==> src/rtl/sram_wr_port.sv <==
// sram_wr_port: AXI write beats lane-aligned and buffered in a small FIFO toward an SRAM arbiter.
module sram_wr_port #(
  parameter int FIFO_DEPTH = 4
) (
  input  logic        ACLK,
  input  logic        ARESET,
  input  logic        wen,
  input  logic [2:0]  awsize,
  input  logic [15:0] awaddr,
  input  logic [31:0] wdata,
  output logic        sram_req,
  input  logic        sram_gnt,
  output logic [13:0] sram_addr,
  output logic [3:0]  sram_be,
  output logic [31:0] sram_wdata,
  output logic [4:0]  fill,
  output logic        ovf_err,
  output logic        align_err
);
  localparam int AW = $clog2(FIFO_DEPTH);
  logic [AW-1:0] wptr, rptr;
  logic [13:0] addr_mem [FIFO_DEPTH];
  logic [3:0]  be_mem   [FIFO_DEPTH];
  logic [31:0] data_mem [FIFO_DEPTH];
  logic is_word, is_half, misalign, full, pop, push;
  logic [3:0]  be;
  logic [31:0] data;
  always_comb begin
    is_word  = awsize >= 3'd2;
    is_half  = awsize == 3'd1;
    misalign = (is_half & awaddr[0]) | (is_word & |awaddr[1:0]);
    be       = is_word ? 4'hF : is_half ? (awaddr[1] ? 4'hC : 4'h3) : 4'b0001 << awaddr[1:0];
    data     = is_word ? wdata : is_half ? {2{wdata[15:0]}} : {4{wdata[7:0]}};
    full     = fill == 5'(FIFO_DEPTH);
    pop      = sram_req & sram_gnt;
    push     = wen & ~misalign & (~full | pop);
  end
  // head outputs come only from stored entries, forced to zero when empty
  always_comb begin
    sram_req   = fill != 5'd0;
    sram_addr  = sram_req ? addr_mem[rptr] : '0;
    sram_be    = sram_req ? be_mem[rptr]   : '0;
    sram_wdata = sram_req ? data_mem[rptr] : '0;
  end
  always_ff @(posedge ACLK) begin
    if (ARESET) begin
      wptr      <= '0;
      rptr      <= '0;
      fill      <= '0;
      ovf_err   <= 1'b0;
      align_err <= 1'b0;
    end else begin
      wptr      <= push ? wptr + AW'(1) : wptr;
      rptr      <= pop ? rptr + AW'(1) : rptr;
      fill      <= fill + 5'(push) - 5'(pop);
      ovf_err   <= ovf_err | (wen & ~misalign & full & ~pop);
      align_err <= align_err | (wen & misalign);
    end
  end
  always_ff @(posedge ACLK) begin
    if (push) begin
      addr_mem[wptr] <= awaddr[15:2];
      be_mem[wptr]   <= be;
      data_mem[wptr] <= data;
    end
  end
endmodule

==> config.mk <==
export PLATFORM = sky130hd
export DESIGN_NAME = sram_wr_port
export DESIGN_NICKNAME = d
export VERILOG_FILES = /design/src/rtl/sram_wr_port.sv
export SDC_FILE = /design/constraint.sdc
export NUM_CORES = 1
export LEC_CHECK = 0
export CAP_MARGIN = 15
export CORE_AREA = 2 2 153 170
export DETAILED_ROUTE_END_ITERATION = 6
export DIE_AREA = 0 0 155 172
export PLACE_DENSITY = 0.66
export SYNTH_ARGS = -nofsm -noshare
export SYNTH_HDL_FRONTEND = slang
export SYNTH_SLANG_ARGS = --single-unit
export TNS_END_PERCENT = 100
==> constraint.sdc <==
create_clock -name ACLK -period 3.7 [get_ports ACLK]
set_input_delay 0.555 -clock ACLK [delete_from_list [all_inputs] [get_ports ACLK]]
set_output_delay 0.555 -clock ACLK [all_outputs]
set_load 0.01 [all_outputs]
==> results.sh, run 1 <==
export IMPL_r2r_start="fill[3]"
export IMPL_dp_cells=865
export IMPL_fin_skew_ns=0.007368
export IMPL_port_buffer_count=112
export IMPL_die_area_sq_um=26660
export IMPL_reg2reg_slack_ns=0.77
export IMPL_dr_max_layer_used="met4"
export IMPL_start_util=0.3468
export IMPL_async_reset_ff_frac=0
export IMPL_grt_max_degree=53
export IMPL_maxCapViolCount=0
export IMPL_r2r_cells=14
export IMPL_synthFlopType="edfxtp_1"
export IMPL_insertion_delay_ns=0.50
export IMPL_routed_wl_um=17760
export IMPL_rows=61
export IMPL_ys_warn_count=0
export IMPL_run_status="finished, final reports clean"
export IMPL_synth_cells=448
export IMPL_max_freq_mhz=310.3
export IMPL_critPathMaxStageDelay_ns=0.64
export IMPL_post_cts_buffers=0
export IMPL_hold_buffers=0
export IMPL_crit_fanout=22
export IMPL_cts_root_buf="clkbuf_16"
export IMPL_antenna_found_initial=0
export IMPL_cp_start_kind="flop"
export IMPL_crit_end="sram_addr[12]"
export IMPL_power_density_nw_per_um2=672.9
export IMPL_fin_nets=641
export IMPL_dr_pass1_iters=4
export IMPL_m1WireLength_um=7371
export IMPL_cts_tree="built"
export IMPL_worst_ep_arrival_time_ns=2.67
export IMPL_dp_slack_ns=0.2462
export IMPL_slew_headroom=0.5625
export IMPL_syn2layout_area_growth_pct=26.46
export IMPL_yosysSeqAreaShare=0.7240
export IMPL_synth_area_sq_um=8655
export IMPL_layout_common_cells="edfxtp_1, clkdlybuf4s50_1, nor2b_1"
export IMPL_grt_overflow=0
export IMPL_synth_distinct_cells=31
export IMPL_worst_slew_pin_transition_ns=0.6562
export IMPL_grt_util_all_layers=0.1350
export IMPL_die_x_um=155
export IMPL_grt_pass1_vias=4879
export IMPL_syn_avg_cell_area_sq_um=19.32
export IMPL_cts_reportedPaths_clkPinSlew_ns=0.06
export IMPL_fin_crit_sh=0.8709
export IMPL_crit_chain="buf_4, mux4_2, nor2b_1, clkdlybuf4s50_1"
export IMPL_hold_worst_slack_ns=0.4937
export IMPL_final_common_cell="edfxtp_1"
export IMPL_drv_slew=0
export IMPL_critical_path_class="reg -> out"
export IMPL_hold_violations=0
export IMPL_syn_nets=514
export IMPL_wl_per_cell_um=19.61
export IMPL_ir_drop_v=0.0003797
export IMPL_grt_pass1_wl_um=27140
export IMPL_vias=4429
export IMPL_p_leak_nw=3.523
export IMPL_die_y_um=172
export IMPL_layout_cells_non_filler=906
export IMPL_dr_wl_met2_um=8975
export IMPL_place_congestion=0.7680
export IMPL_end_kind="output pin"
export IMPL_period_minus_slack_ns=3.222
export IMPL_setup_ws_ns=0.4777
export IMPL_core_area_sq_um=24960
export IMPL_drc_errors=0
export IMPL_hold_class="reg -> reg"
export IMPL_io_pin_count=113
export IMPL_worst_path_max_delay_cell="dfxtp_4"
export IMPL_required_ns=3.14
export IMPL_n_antenna_cell=0
export IMPL_h_tree_depth=1
export IMPL_num_fill_cells=2184
export IMPL_vias_per_cell=4.889
export IMPL_cts_sinks=213
export IMPL_clockBufferDepth=3
export IMPL_r2r_end="fill[4]"
export IMPL_numCtsBuffers=23
export IMPL_final_antenna_net_count=0
export IMPL_setup_violations=0
export IMPL_setup_tns_ns=0
export IMPL_route_met3_wl_um=996
export IMPL_drt_iter0_drc=194
export IMPL_cts_resized=0
export IMPL_yosys_register_bits=213
export IMPL_place_hpwl_um=10740
export IMPL_synth_edf_count=200
export IMPL_drive_gt1_frac=0.2064
export IMPL_rsz0062_at_grt="false"
==> cells by family after synthesis <==
kind of cell / after synthesis / share of synthesized area
compound gates: 21 / 0.01330
xor+xnor: 5 / 0.005061
fa+ha+maj: 11 / 0.01677
buf+inv: 32 / 0.01706
flops: 213 / 0.7240
mux: 76 / 0.1626
simple gates: 90 / 0.06115
==> power by group <==
part / switching [mW] / internal [mW]
sequential: 0.132 / 2.75
clock: 0.869 / 1.26
combinational: 1.02 / 1.34
==> critical path, delay by kind of cell (launching register included) <==
family	cells	cell delay, ns
flops	1	0.64
buf+inv	2	0.84
mux	1	0.53
simple gates	1	0.14
==> registers in the layout (all words and copies together) (netlist names), named ones only <==
register,cells
wptr,2
align_err,1
ovf_err,1
rptr,2
be_mem,16
addr_mem,56
data_mem,128
fill,5
==> final cells by class <==
class                      instances  area [sq um]  share of cell area
clock buffer                      31         625.6             0.05716
timing repair buffer             124          1286              0.1175
multi-input combinational        203          2248              0.2054
tap                              315         394.1             0.03601
sequential                       213          6271              0.5730
clock inverter                    10         81.33            0.007431
inverter                          10         37.54            0.003430
==> layer usage <==
metal | vias to the layer above | GRT usage
met3 | 35 | 0.03008
li1 | 2008 | -
met2 | 121 | 0.2404
met4 | 0 | 0.04428
met5 | - | 0
met1 | 2265 | 0.1633
==> per-stage QoR <==
stage	cell area, sq um	power (mW)	utilization
after CTS	10940	7.508	0.4385
final	10940	7.364	0.4385
after global routing	10940	7.748	0.4385
after global placement	10240	5.338	0.4102
after detailed placement	10240	5.353	0.4102
after floorplan	8655	4.182	-
==> synthesized netlist by cell type, drive strengths merged, types with 4 or more instances <==
library cell | count | share of area
and2 | 4 | 0.0029
inv | 10 | 0.0043
mux2 | 17 | 0.022
a21oi | 12 | 0.0069
dfxtp | 13 | 0.030
o21ai | 6 | 0.0035
edfxtp | 200 | 0.69
mux2i | 9 | 0.010
nor2 | 21 | 0.0091
ha | 10 | 0.014
mux4 | 50 | 0.13
buf | 13 | 0.0088
nor2b | 54 | 0.039
clkbuf | 9 | 0.0039
==> worst min-delay path by stage <==
stage	start	end	cells past startpoint
floorplan	wptr[1]	wptr[1]	2
global placement	align_err	align_err	2
detailed placement	align_err	align_err	2
CTS	align_err	align_err	2
global route	ovf_err	ovf_err	1
finish	align_err	align_err	2
No activity file was read; power rests on OpenSTA's default activity.
==> inputs of run 2 (changes only) <==
ABC_CLOCK_PERIOD_IN_PS = 3700   (was not set)
RECOVER_POWER = 25   (was not set)
==> run 2 against run 1 <==
Compared with the run above: the run now ends with capacitance limit, slew limit left; non-clock buffer count stayed put; clock power about the same; sequential share of layout area about the same; clock skew barely moved; power about the same; flip-flop and latch count unchanged; global-route usage stayed put; critical path type unchanged; largest power group unchanged.
==> results.sh, run 2 (synthesis results as in run 1) <==
export IMPL_clockBufferDepth=3
export IMPL_cts_resized=0
export IMPL_power_density_nw_per_um2=672.8
export IMPL_numCtsBuffers=23
export IMPL_start_util=0.3468
export IMPL_crit_chain="buf_4, mux4_2, nor2b_1, clkdlybuf4s50_1"
export IMPL_place_congestion=0.7680
export IMPL_fin_crit_sh=0.8713
export IMPL_setup_tns_ns=0
export IMPL_layout_common_cells="edfxtp_1, clkdlybuf4s50_1, nor2b_1"
export IMPL_cts_reportedPaths_clkPinSlew_ns=0.06
export IMPL_core_area_sq_um=24960
export IMPL_path_depth=4
export IMPL_fin_skew_ns=0.007320
export IMPL_reg2reg_slack_ns=0.78
export IMPL_rsz0062_at_grt="false"
export IMPL_grt_max_degree=53
export IMPL_maxCapViolCount=1
export IMPL_worst_path_max_delay_cell="dfxtp_4"
export IMPL_top_regs="data_mem x128, addr_mem x56, be_mem x16"
export IMPL_final_common_cell="edfxtp_1"
export IMPL_run_status="complete, but fails checks"
export IMPL_dp_cells=865
export IMPL_place_hpwl_um=10740
export IMPL_layout_cells_non_filler=906
export IMPL_worst_slew_pin_transition_ns=1.553
export IMPL_critical_path_class="reg -> out"
export IMPL_drt_iter0_drc=183
export IMPL_violations="capacitance limit, slew limit"
export IMPL_end_kind="output pin"
export IMPL_hold_violations=0
export IMPL_final_antenna_net_count=0
export IMPL_grt_pass1_wl_um=27140
export IMPL_h_tree_depth=1
export IMPL_antenna_found_initial=0
export IMPL_setup_violations=0
export IMPL_period_minus_slack_ns=3.224
export IMPL_crit_buf_inv=2
export IMPL_post_cts_buffers=0
export IMPL_max_freq_mhz=310.2
export IMPL_routed_wl_um=17760
export IMPL_vias=4432
export IMPL_dr_pass1_iters=4
export IMPL_dp_slack_ns=0.2462
export IMPL_fin_nets=641
export IMPL_setup_ws_ns=0.4761
export IMPL_rows=61
export IMPL_critPathMaxStageDelay_ns=0.64
export IMPL_p_leak_nw=3.525
export IMPL_syn2layout_area_growth_pct=26.38
export IMPL_r2r_cells=14
export IMPL_grt_pass1_vias=4879
export IMPL_n_antenna_cell=0
export IMPL_cts_sinks=213
export IMPL_fin_util=0.4383
export IMPL_vias_per_cell=4.892
export IMPL_hold_class="reg -> reg"
export IMPL_io_pin_count=113
export IMPL_crit_end="sram_addr[12]"
export IMPL_port_buffer_count=112
export IMPL_grt_util_all_layers=0.1350
export IMPL_slew_headroom=-0.03513
export IMPL_die_x_um=155
export IMPL_insertion_delay_ns=0.50
export IMPL_die_area_sq_um=26660
export IMPL_drv_slew=30
export IMPL_worst_ep_arrival_time_ns=2.67
export IMPL_wl_per_cell_um=19.60
export IMPL_ir_drop_v=0.0003797
export IMPL_grt_overflow=0
export IMPL_required_ns=3.14
export IMPL_largest_reg_flops=128
export IMPL_crit_fanout=22
export IMPL_cts_root_buf="clkbuf_16"
export IMPL_cp_start_kind="flop"
export IMPL_cts_tree="built"
export IMPL_die_y_um=172
export IMPL_cpLargestDelayFamily="buffers and inverters"
export IMPL_drive_gt1_frac=0.2030
export IMPL_hold_buffers=0
export IMPL_drc_errors=0
export IMPL_r2r_start="fill[3]"
export IMPL_top_register="data_mem"
export IMPL_r2r_end="fill[4]"
[run 2: cell count changes in the layout (fill, tap and decap cells not counted), sizes merged]
cell           delta
buf               -1
clkbuf            +1
clkdlybuf4s50    -23
dlygate4sd3      +23
[run 2: routing by layer]
metal | up-vias | wire [um] | global-route usage
li1 | 2008 | - | -
met1 | 2270 | 7383 | 0.1633
met2 | 119 | 8967 | 0.2404
met3 | 35 | 989 | 0.03008
met4 | 0 | 421 | 0.04428
met5 | - | 0 | 0
[run 2: where the power goes]
part           switching [mW]  internal (mW)
Combinational            1.02           1.33
Sequential              0.132           2.75
Clock                   0.869           1.26
Total                    2.02           5.34
[run 2: worst min-delay path by stage]
stage | depth (start not counted) | startpoint | endpoint | slack [ns]
final | 2 | align_err | align_err | 0.49
after global routing | 1 | ovf_err | ovf_err | 0.53
after CTS | 2 | align_err | align_err | 0.50
after detailed placement | 2 | align_err | align_err | 0.48
after global placement | 2 | align_err | align_err | 0.45
after floorplan | 2 | wptr[1] | wptr[1] | 0.48
[run 2: area by class of cell]
type                            instances  area, sq um
Clock inverter                         10        81.33
Tap cell                              315        394.1
Timing Repair Buffer                  124         1282
Fill cell                            2187        14020
Clock buffer                           31        625.6
Multi-Input combinational cell        203         2246
Sequential cell                       213         6271
Inverter                               10        37.54
[run 2: per-stage QoR]
| stage | hold WS, ns | power (mW) | cell area (sq um) |
|---|---|---|---|
| 2_1_floorplan | 0.4807 | 4.182 | 8655 |
| 3_3_place_gp | 0.4528 | 5.338 | 10240 |
| 3_5_place_dp | 0.4780 | 5.353 | 10240 |
| 4_1_cts | 0.4953 | 7.508 | 10940 |
| 5_1_grt | 0.5270 | 7.743 | 10940 |
| 6_report | 0.4937 | 7.359 | 10940 |
[run 2: worst min-delay path: stages, from the launching register on]
cell	delay [ns]
dfxtp_1	0.34
a21oi_1	0.05
nor2_1	0.07
